$ cat src/rtl/cache_pkg.sv
// Shared types for the direct-mapped write-back cache controller: request
// opcodes, controller states and the tag-width derivation.
package cache_pkg;

  typedef enum logic [1:0] {
    OP_READ  = 2'd0,
    OP_WRITE = 2'd1,
    OP_FLUSH = 2'd2
  } req_op_e;

  typedef enum logic [2:0] {
    ST_IDLE,
    ST_LOOKUP,
    ST_WB_REQ,
    ST_WB_WAIT,
    ST_FILL_REQ,
    ST_FILL_WAIT,
    ST_INSTALL
  } ctrl_state_e;

  // Byte address = {tag, set, word, byte-in-word(2)}.
  function automatic int tag_size(input int addr_width, input int set_size,
                                  input int word_sel_size);
    return addr_width - set_size - word_sel_size - 2;
  endfunction

endpackage

$ cat src/rtl/cache_controller.sv
// Sequencing FSM for a direct-mapped write-back cache: lookup, word-by-word
// write-back and refill, metadata strobes and line-array steering.
module cache_controller
  import cache_pkg::*;
#(
  parameter int ADDR_WIDTH    = 32,
  parameter int SET_SIZE      = 2,
  parameter int WORD_SEL_SIZE = 2,
  parameter int READ_ONLY     = 0,
  localparam int TAG_SIZE     = tag_size(ADDR_WIDTH, SET_SIZE, WORD_SEL_SIZE)
) (
  input  logic                     clk,
  input  logic                     reset,
  input  logic                     req_valid,
  input  logic [1:0]               req_op,
  input  logic [ADDR_WIDTH-1:0]    req_addr,
  output logic                     req_ready,
  output logic                     req_done,
  output logic [SET_SIZE-1:0]      meta_set,
  output logic [TAG_SIZE-1:0]      meta_tag,
  output logic                     meta_clear_valid,
  output logic                     meta_install,
  output logic                     meta_clear_dirty,
  output logic                     meta_set_dirty,
  input  logic                     meta_hit,
  input  logic                     meta_valid_dirty,
  input  logic [TAG_SIZE-1:0]      meta_victim_tag,
  output logic                     mem_req_valid,
  input  logic                     mem_req_ready,
  output logic                     mem_req_write,
  output logic [ADDR_WIDTH-1:0]    mem_req_addr,
  input  logic                     mem_rsp_valid,
  output logic [WORD_SEL_SIZE-1:0] line_word_sel,
  output logic                     line_fill_we,
  output logic                     line_cpu_we
);

  localparam bit RO = (READ_ONLY != 0);

  ctrl_state_e               state_reg, state_next;
  logic [WORD_SEL_SIZE-1:0]  beat_reg, beat_next;
  logic [ADDR_WIDTH-3:0]     waddr_reg;
  req_op_e                   op_reg;

  logic                      accept;
  logic                      valid_dirty;
  logic                      last_beat;
  logic [WORD_SEL_SIZE-1:0]  word_idx;
  logic [SET_SIZE-1:0]       set_idx;
  logic [TAG_SIZE-1:0]       tag_idx;
  logic                      unused_addr_bits;

  assign accept           = !reset && (state_reg == ST_IDLE) && req_valid;
  assign valid_dirty      = meta_valid_dirty && !RO;
  assign last_beat        = &beat_reg;
  assign word_idx         = waddr_reg[WORD_SEL_SIZE-1:0];
  assign set_idx          = waddr_reg[WORD_SEL_SIZE +: SET_SIZE];
  assign tag_idx          = waddr_reg[ADDR_WIDTH-3 -: TAG_SIZE];
  assign unused_addr_bits = &{1'b0, req_addr[1:0]};

  always_ff @(posedge clk) begin
    if (reset) begin
      state_reg <= ST_IDLE;
      beat_reg  <= '0;
      waddr_reg <= '0;
      op_reg    <= OP_READ;
    end else begin
      state_reg <= state_next;
      beat_reg  <= beat_next;
      if (accept) begin
        waddr_reg <= req_addr[ADDR_WIDTH-1:2];
        op_reg    <= req_op_e'(req_op);
      end
    end
  end

  always_comb begin
    state_next       = state_reg;
    beat_next        = beat_reg;
    req_ready        = 1'b0;
    req_done         = 1'b0;
    meta_set         = '0;
    meta_tag         = '0;
    meta_clear_valid = 1'b0;
    meta_install     = 1'b0;
    meta_clear_dirty = 1'b0;
    meta_set_dirty   = 1'b0;
    mem_req_valid    = 1'b0;
    mem_req_write    = 1'b0;
    mem_req_addr     = '0;
    line_word_sel    = '0;
    line_fill_we     = 1'b0;
    line_cpu_we      = 1'b0;
    // Outputs are forced low for the whole reset cycle, whatever the old state.
    if (!reset) begin
      meta_set = set_idx;
      meta_tag = tag_idx;
      case (state_reg)
        ST_IDLE: begin
          req_ready = 1'b1;
          if (req_valid) state_next = ST_LOOKUP;
        end
        ST_LOOKUP: begin
          beat_next = '0;
          if (op_reg == OP_FLUSH) begin
            if (valid_dirty) begin
              state_next = ST_WB_REQ;
            end else begin
              meta_clear_valid = 1'b1;
              req_done         = 1'b1;
              state_next       = ST_IDLE;
            end
          end else if (RO && op_reg == OP_WRITE) begin
            req_done   = 1'b1;
            state_next = ST_IDLE;
          end else if (meta_hit) begin
            if (op_reg == OP_WRITE) begin
              line_cpu_we    = 1'b1;
              line_word_sel  = word_idx;
              meta_set_dirty = 1'b1;
            end
            req_done   = 1'b1;
            state_next = ST_IDLE;
          end else if (valid_dirty) begin
            state_next = ST_WB_REQ;
          end else begin
            meta_clear_valid = 1'b1;
            state_next       = ST_FILL_REQ;
          end
        end
        ST_WB_REQ: begin
          mem_req_valid = 1'b1;
          mem_req_write = 1'b1;
          mem_req_addr  = {meta_victim_tag, set_idx, beat_reg, 2'b00};
          line_word_sel = beat_reg;
          if (mem_req_ready) state_next = ST_WB_WAIT;
        end
        ST_WB_WAIT: begin
          if (mem_rsp_valid) begin
            if (last_beat) begin
              // Victim gone: drop valid and dirty together, then refill or finish.
              meta_clear_dirty = !RO;
              meta_clear_valid = 1'b1;
              beat_next        = '0;
              if (op_reg == OP_FLUSH) begin
                req_done   = 1'b1;
                state_next = ST_IDLE;
              end else begin
                state_next = ST_FILL_REQ;
              end
            end else begin
              beat_next  = beat_reg + 1'b1;
              state_next = ST_WB_REQ;
            end
          end
        end
        ST_FILL_REQ: begin
          mem_req_valid = 1'b1;
          mem_req_addr  = {tag_idx, set_idx, beat_reg, 2'b00};
          if (mem_req_ready) state_next = ST_FILL_WAIT;
        end
        ST_FILL_WAIT: begin
          if (mem_rsp_valid) begin
            line_fill_we  = 1'b1;
            line_word_sel = beat_reg;
            beat_next     = beat_reg + 1'b1;
            state_next    = last_beat ? ST_INSTALL : ST_FILL_REQ;
          end
        end
        ST_INSTALL: begin
          // The dirty bit has no reset value, so a fresh line clears it here.
          meta_install     = 1'b1;
          meta_clear_dirty = !RO;
          state_next       = ST_LOOKUP;
        end
        default: state_next = ST_IDLE;
      endcase
    end
  end

  always_ff @(posedge clk) begin
    if (!reset) begin
      assert (!(meta_clear_valid && meta_install))
        else $error("meta_clear_valid and meta_install asserted together");
      assert (!(meta_clear_dirty && meta_set_dirty))
        else $error("meta_clear_dirty and meta_set_dirty asserted together");
    end
  end

  generate
    if (RO) begin : g_ro_write_check
      always_ff @(posedge clk) begin
        if (accept) begin
          assert (req_op != OP_WRITE) else $error("WRITE issued to a read-only cache");
        end
      end
    end
  endgenerate

endmodule

$ cat config.mk
export PLATFORM = sky130hd
export DESIGN_NAME = cache_controller
export DESIGN_NICKNAME = d
export VERILOG_FILES = /design/src/rtl/cache_pkg.sv /design/src/rtl/cache_controller.sv
export SDC_FILE = /design/constraint.sdc
export NUM_CORES = 1
export LEC_CHECK = 0
export CORE_MARGIN = 10
export CORE_UTILIZATION = 35
export CTS_CLUSTER_DIAMETER = 60
export CTS_CLUSTER_SIZE = 20
export DETAILED_ROUTE_END_ITERATION = 7
export PLACE_DENSITY = 0.78
export REMOVE_ABC_BUFFERS = 1
export SETUP_SLACK_MARGIN = 0.2
export SYNTH_ARGS = -nofsm -noshare
export SYNTH_HDL_FRONTEND = slang
export SYNTH_SLANG_ARGS = --single-unit
$ cat constraint.sdc
create_clock -name clk -period 2.65 [get_ports clk]
set_input_delay 0.53 -clock clk [delete_from_list [all_inputs] [get_ports clk]]
set_output_delay 0.53 -clock clk [all_outputs]
set_load 0.01 [all_outputs]
==> results of run 1 <==
## area by class of cell
class	instances	area, um^2
Fill cell	501	2123
Sequential cell	37	745.7
Inverter	2	7.507
Clock inverter	2	38.79
Tap cell	75	93.84
Multi-Input combinational cell	166	1280
Antenna cell	1	2.502
Clock buffer	6	72.57
Timing Repair Buffer	157	1592
## report_power, final
part           internal [mW]  switching (mW)  leakage (nW)  total, mW
sequential             0.603          0.0164         0.306      0.619
clock                  0.283           0.207        0.0554      0.490
combinational          0.222           0.153          1.69      0.375
## per-layer routing
layer	vias up	track usage [%]
li1	1097	-
met1	1061	15.39
met2	113	25.67
met3	8	9.937
met4	0	5.513
met5	-	0
## cell families after synthesis
family,after synthesis,share of synthesized area (%)
other cells,1,0.1745
flops,37,34.46
simple gates,78,21.71
buf+inv,24,7.683
fa+ha+maj,2,1.164
mux,29,15.13
compound gates,55,19.67
## timing repair
item / CTS / global route
gates resized for setup: 16 / 39
gates cloned: 0 / 1
setup endpoints to repair: 40 / 33
buffers inserted: 0 / 1
endpoints found under the hold margin: 0 / 0
## worst max-delay path, delay by kind of cell
kind                   cells  cell delay, ps
AND/OR/NAND/NOR            2             200
buffers and inverters      2             830
AO/OA/AOI/OAI              2             270
## worst paths after layout
path	from	end	slack [ps]	cells after the start
worst max register to register	state_reg[0]	waddr_reg[6]	860	4
worst max-delay path	mem_rsp_valid	line_word_sel[1]	290	6
worst min-delay path	waddr_reg[1]	waddr_reg[1]	460	2
worst min register to register	waddr_reg[1]	waddr_reg[1]	460	2
## layout by cell type (no fill, tap or decap), drive strengths merged, types with 2 or more instances in the layout
master / count
nor2: 5
buf: 24
nand3: 3
a2111oi: 2
dfxtp: 37
o21ai: 6
a21oi: 8
inv: 2
nand2: 16
ha: 2
mux2: 28
clkdlybuf4s50: 94
nor3: 6
a22oi: 2
dlymetal6s2s: 31
nand2b: 5
nor4: 3
a22o: 26
a211oi: 3
conb: 2
and2: 5
nor2b: 29
clkbuf: 6
o22ai: 3
dlygate4sd2: 8
## stage by stage
stage                     hold WS, ps  power (mW)  worst slack, ps  instance area [um^2]  utilization [%]
after floorplan                 436.4      0.7745            311.7                  1996                -
after global placement          451.9      0.9926            32.51                  3583            60.17
after detailed placement        457.2       1.000            38.86                  3583            60.17
after CTS                       467.4       1.501            39.90                  3714            62.35
after global routing            493.1       1.554            200.3                  3830            64.31
final                           459.8       1.483            286.7                  3832            64.35
==> flow_summary_export.csv, run 1 <==
group,metric,value,unit
run_status,status,"finished, final reports clean",
timing,fin_crit_sh,89.18,%
power,power_leakage,2.053,nW
clocking,clk_pin_slew,70,ps
clocking,clock_sinks,37,
power,peakVddDrop,0.0002077,V
min_path,worst_hold_path_type,"register to register",
critical_path,worst_setup_path_start_kind,"input port",
logic_synthesis,syn_inst,226,
timing,finalSetupViolations,0,
placed_design,portBuffers,134,
critical_path,arrival,1830,ps
route,wl_per_cell,17.92,um
route,first_pass_iters,4,
layout,finalNetCount,438,
grt,grtUsageTotal,15.49,%
timing,slew_violations,0,
grt,antenna_found_initial,1,
floorplanning,io_pins,139,
route,met2_length,3849,um
layout,area_growth,78.29,%
critical_path,crit_type,"input port to output port",
grt,grt_max_degree,37,
placed_design,gp_congestion,0.9293,
route,antenna_left,0,
route,top_layer_used,"met4",
logic_synthesis,yosys.area.top_type,"dfxtp_1",
critical_path,cp_max_fo,4,
floorplanning,die_w,98.37,um
logic_synthesis,synth.most_common_cell,"dfxtp_1",
floorplanning,fp-row-count,28,
timing,clock.fmax,423.1,MHz
critical_path,cp_slowest_cell,"clkdlybuf4s50_1",
clocking,hold_buffers,0,
timing,rsz0062_at_grt,"no",
floorplanning,die_h,98.37,um
logic_synthesis,synth_cell_types,44,
clocking,cts_max_path_buffers,2,
route,vias_per_cell,5.110,
logic_synthesis,synth-async-reset-ratio,0,%
flow_run,maxCapViolations,0,
clocking,numCtsBuffers,5,
timing,fin_crit,2363,ps
logic_synthesis,synth_edf_count,0,
critical_path,worstPathRequired,2120,ps
logic_synthesis,syn_area,2150,um^2
route,vias,2279,
layout,stdcell_count,446,
logic_synthesis,synth_top_area_share,34.46,%
logic_synthesis,ys_seq_area_share,34.46,%
timing,hold_violations,0,
timing,fin_skew,10.90,ps
timing,tns,0,ps
clocking,tritoncts,"yes",
layout,largest_register_ffs,30,
route,wl,7992,um
logic_synthesis,synth.avg_cell_area,9.511,um^2
floorplanning,dieArea,9677,um^2
route,drt_iter0_drc,63,
route,routedLengthMet1,2928,um
floorplanning,core-area,5956,um^2
grt,grt_pass1_vias,2470,
placed_design,dp.cells,435,
route,drc,0,
logic_synthesis,yosys_warnings,0,
critical_path,max_stage_delay,550,ps
layout,drive_above_1_share,14.05,%
critical_path,crit_chain,"clkdlybuf4s50_1 > nand2b_1 > o22ai_1 > a22oi_1 > nor2_1 > dlygate4sd2_1",
route,wl_met3,1113,um
logic_synthesis,synthTopCellsByCount,"dfxtp_1, nor2b_1, a22o_1",
logic_synthesis,ys_top_cells_by_area,"dfxtp_1, a22o_1, mux2_1, nor2b_1, mux2_2",
clocking,root_buffer,"clkbuf_8",
floorplanning,start_util,36.09,%
logic_synthesis,synth_flop_cell,"dfxtp_1",
clocking,htree_levels,2,
grt,grt_overflow,0,
placed_design,place_hpwl,6142,um
logic_synthesis,synth_seq_cells,37,
clocking,clk_latency,300,ps
grt,grt_pass1_wl,12480,um
power,power.density,387.1,nW/um^2
critical_path,end_kind,"output port",
No activity file was read; power rests on OpenSTA's default activity.
==> run 2, diff against run 1 <==
RECOVER_POWER = 50   (was unset)
==> run 2 against run 1 <==
Compared with the run above:
- core utilization shrank 0.84 points
- global-route usage did not move
- worst hold slack is essentially flat
- die area is the same
- register-to-register slack got worse by 350 ps
- setup slack lost 110 ps
- critical endpoint is now mem_req_write
==> flow_summary_export.csv, run 2 (synthesis gave the netlist of run 1 again) <==
group,metric,value,unit
floorplanning,dieArea,9677,um^2
floorplanning,start_util,36.09,%
timing,fin_crit,2468,ps
critical_path,end_kind,"output port",
layout,area_growth,75.96,%
power,combPwrFrac,24.8,%
min_path,hp-start,"waddr_reg[1]",
layout,drive_above_1_share,12.70,%
clocking,htree_levels,2,
timing,fin_skew,8.242,ps
route,antenna_left,0,
placed_design,portBuffers,134,
clocking,numCtsBuffers,5,
critical_path,crit_type,"register to output port",
critical_path,worstPathRequired,2120,ps
layout,final_cell_mix,"clkdlybuf4s50_1, dfxtp_1, nor2b_1",
layout,multi_input_area,1257,um^2
route,drt_iter0_drc,52,
power,power_leakage,1.979,nW
grt,grtUsageTotal,15.49,%
power,power.internal,1.100,mW
critical_path,crit_chain,"buf_4 > nor4b_4 > clkbuf_1 > clkbuf_2 > clkdlybuf4s25_1",
critical_path,cp_max_fo,10,
timing,worst_pin_slew,802.6,ps
route,vias_per_cell,5.092,
layout,stdcell_count,446,
clocking,root_buffer,"clkbuf_8",
timing,fin_crit_sh,93.15,%
power,seq_power_share,42.1,%
power,power.density,389.0,nW/um^2
floorplanning,die_h,98.37,um
placed_design,gp_congestion,0.9293,
power,peakVddDrop,0.0002069,V
power,switching_power,0.3710,mW
critical_path,cp-startpoint,"state_reg[0]",
timing,finalSetupViolations,0,
clocking,clk_pin_slew,80,ps
timing,setup_ws,181.6,ps
floorplanning,io_pins,139,
critical_path,cp_slowest_cell,"clkdlybuf4s25_1",
critical_path,crit_buf_inv,4,
timing,max_slew_margin,46.49,%
route,wl_per_cell,17.91,um
route,vias,2271,
clocking,cts_max_path_buffers,2,
layout,seq_area,745.7,um^2
floorplanning,fp-row-count,28,
clocking,clk_latency,290,ps
critical_path,critPathTopFamily,"buffers and inverters",
grt,grt_overflow,0,
timing,clock.fmax,405.1,MHz
floorplanning,die_w,98.37,um
power,clock_power_share,33.2,%
layout,nFillCells,511,
placed_design,post-place-ws,38.86,ps
layout,finalNetCount,438,
clocking,tritoncts,"yes",
critical_path,max_stage_delay,370,ps
route,first_pass_iters,4,
grt,antenna_found_initial,1,
flow_run,maxCapViolations,0,
critical_path,worstReg2RegStart,"state_reg[0]",
run_status,status,"finished, final reports clean",
power,netSwitchingFraction,25.22,%
timing,rsz0062_at_grt,"no",
timing,hold_violations,0,
timing,whs,459.8,ps
grt,grt_pass1_wl,12480,um
placed_design,dp.cells,435,
route,drc,0,
critical_path,worst_setup_path_start_kind,"register",
grt,grt_pass1_vias,2470,
timing,tns,0,ps
timing,slew_violations,0,
layout,largest_register_ffs,30,
clocking,clock_sinks,37,
grt,grt_max_degree,37,
layout,final_common_cell,"clkdlybuf4s50_1",
critical_path,arrival,1940,ps
floorplanning,core-area,5956,um^2
placed_design,place_hpwl,6142,um
min_path,worst_hold_path_type,"register to register",
route,wl,7986,um
clocking,hold_buffers,0,
## run 2: cell types whose count changed in the layout (fill, tap and decap cells not counted), moves of 3 or more
cell	previous run	this run
buf_4	19	16
dlygate4sd3_1	0	8
clkbuf_1	1	4
dlymetal6s2s_1	31	27
clkdlybuf4s25_1	0	4
clkdlybuf4s50_1	94	86
## run 2: cell type report
| type | count | share of cell area [%] |
|---|---|---|
| Antenna cell | 1 | 0.06616 |
| Multi-Input combinational cell | 166 | 33.25 |
| Tap cell | 75 | 2.481 |
| Clock buffer | 6 | 1.919 |
| Timing Repair Buffer | 157 | 41.35 |
| Sequential cell | 37 | 19.72 |
| Clock inverter | 2 | 1.025 |
| Inverter | 2 | 0.1985 |
## run 2: stage by stage
step                instance area, um^2  total power, mW  util [%]
CTS                                3714            1.501     62.35
detailed placement                 3583            1.000     60.17
global route                       3780            1.544     63.47
global placement                   3583           0.9926     60.17
floorplan                          1996           0.7745         -
finish                             3782            1.471     63.51
## run 2: final timing paths
path / end / slack, ps / cells past startpoint
setup / recovery: mem_req_write / 180 / 5
hold / removal: waddr_reg[1] / 460 / 2
setup reg to reg: waddr_reg[6] / 510 / 4
hold reg to reg: waddr_reg[1] / 460 / 2
## run 2: tightest hold or removal path: cells and delay by family, from the launching register on
| kind | cells | cell delay, ps |
|---|---|---|
| DFF | 1 | 310 |
| and+or+nand+nor | 1 | 50 |
| AOI/OAI and AO/OA | 1 | 50 |
## run 2: repair_timing
action / CTS / global route
endpoints found under the hold margin: 0 / 0
setup buffers: 0 / 1
setup endpoints to repair: 40 / 33
gates cloned: 0 / 1
gates resized for setup: 16 / 39
## run 2: per-layer routing
layer / wire length, um / vias up / GRT usage (%)
met3: 1094 / 8 / 9.937
met5: 0 / - / 0
met4: 100 / 0 / 5.513
met1: 2948 / 1056 / 15.39
met2: 3843 / 109 / 25.67
li1: - / 1098 / -
## run 2: power by group through the flow
stage                     Combinational (mW)  Sequential, mW  Clock, mW
after detailed placement               0.369           0.631          0
after global routing                   0.396           0.624      0.525
final                                  0.364           0.619      0.488
after global placement                 0.363           0.630          0
after floorplan                        0.139           0.635          0
after CTS                              0.375           0.619      0.506
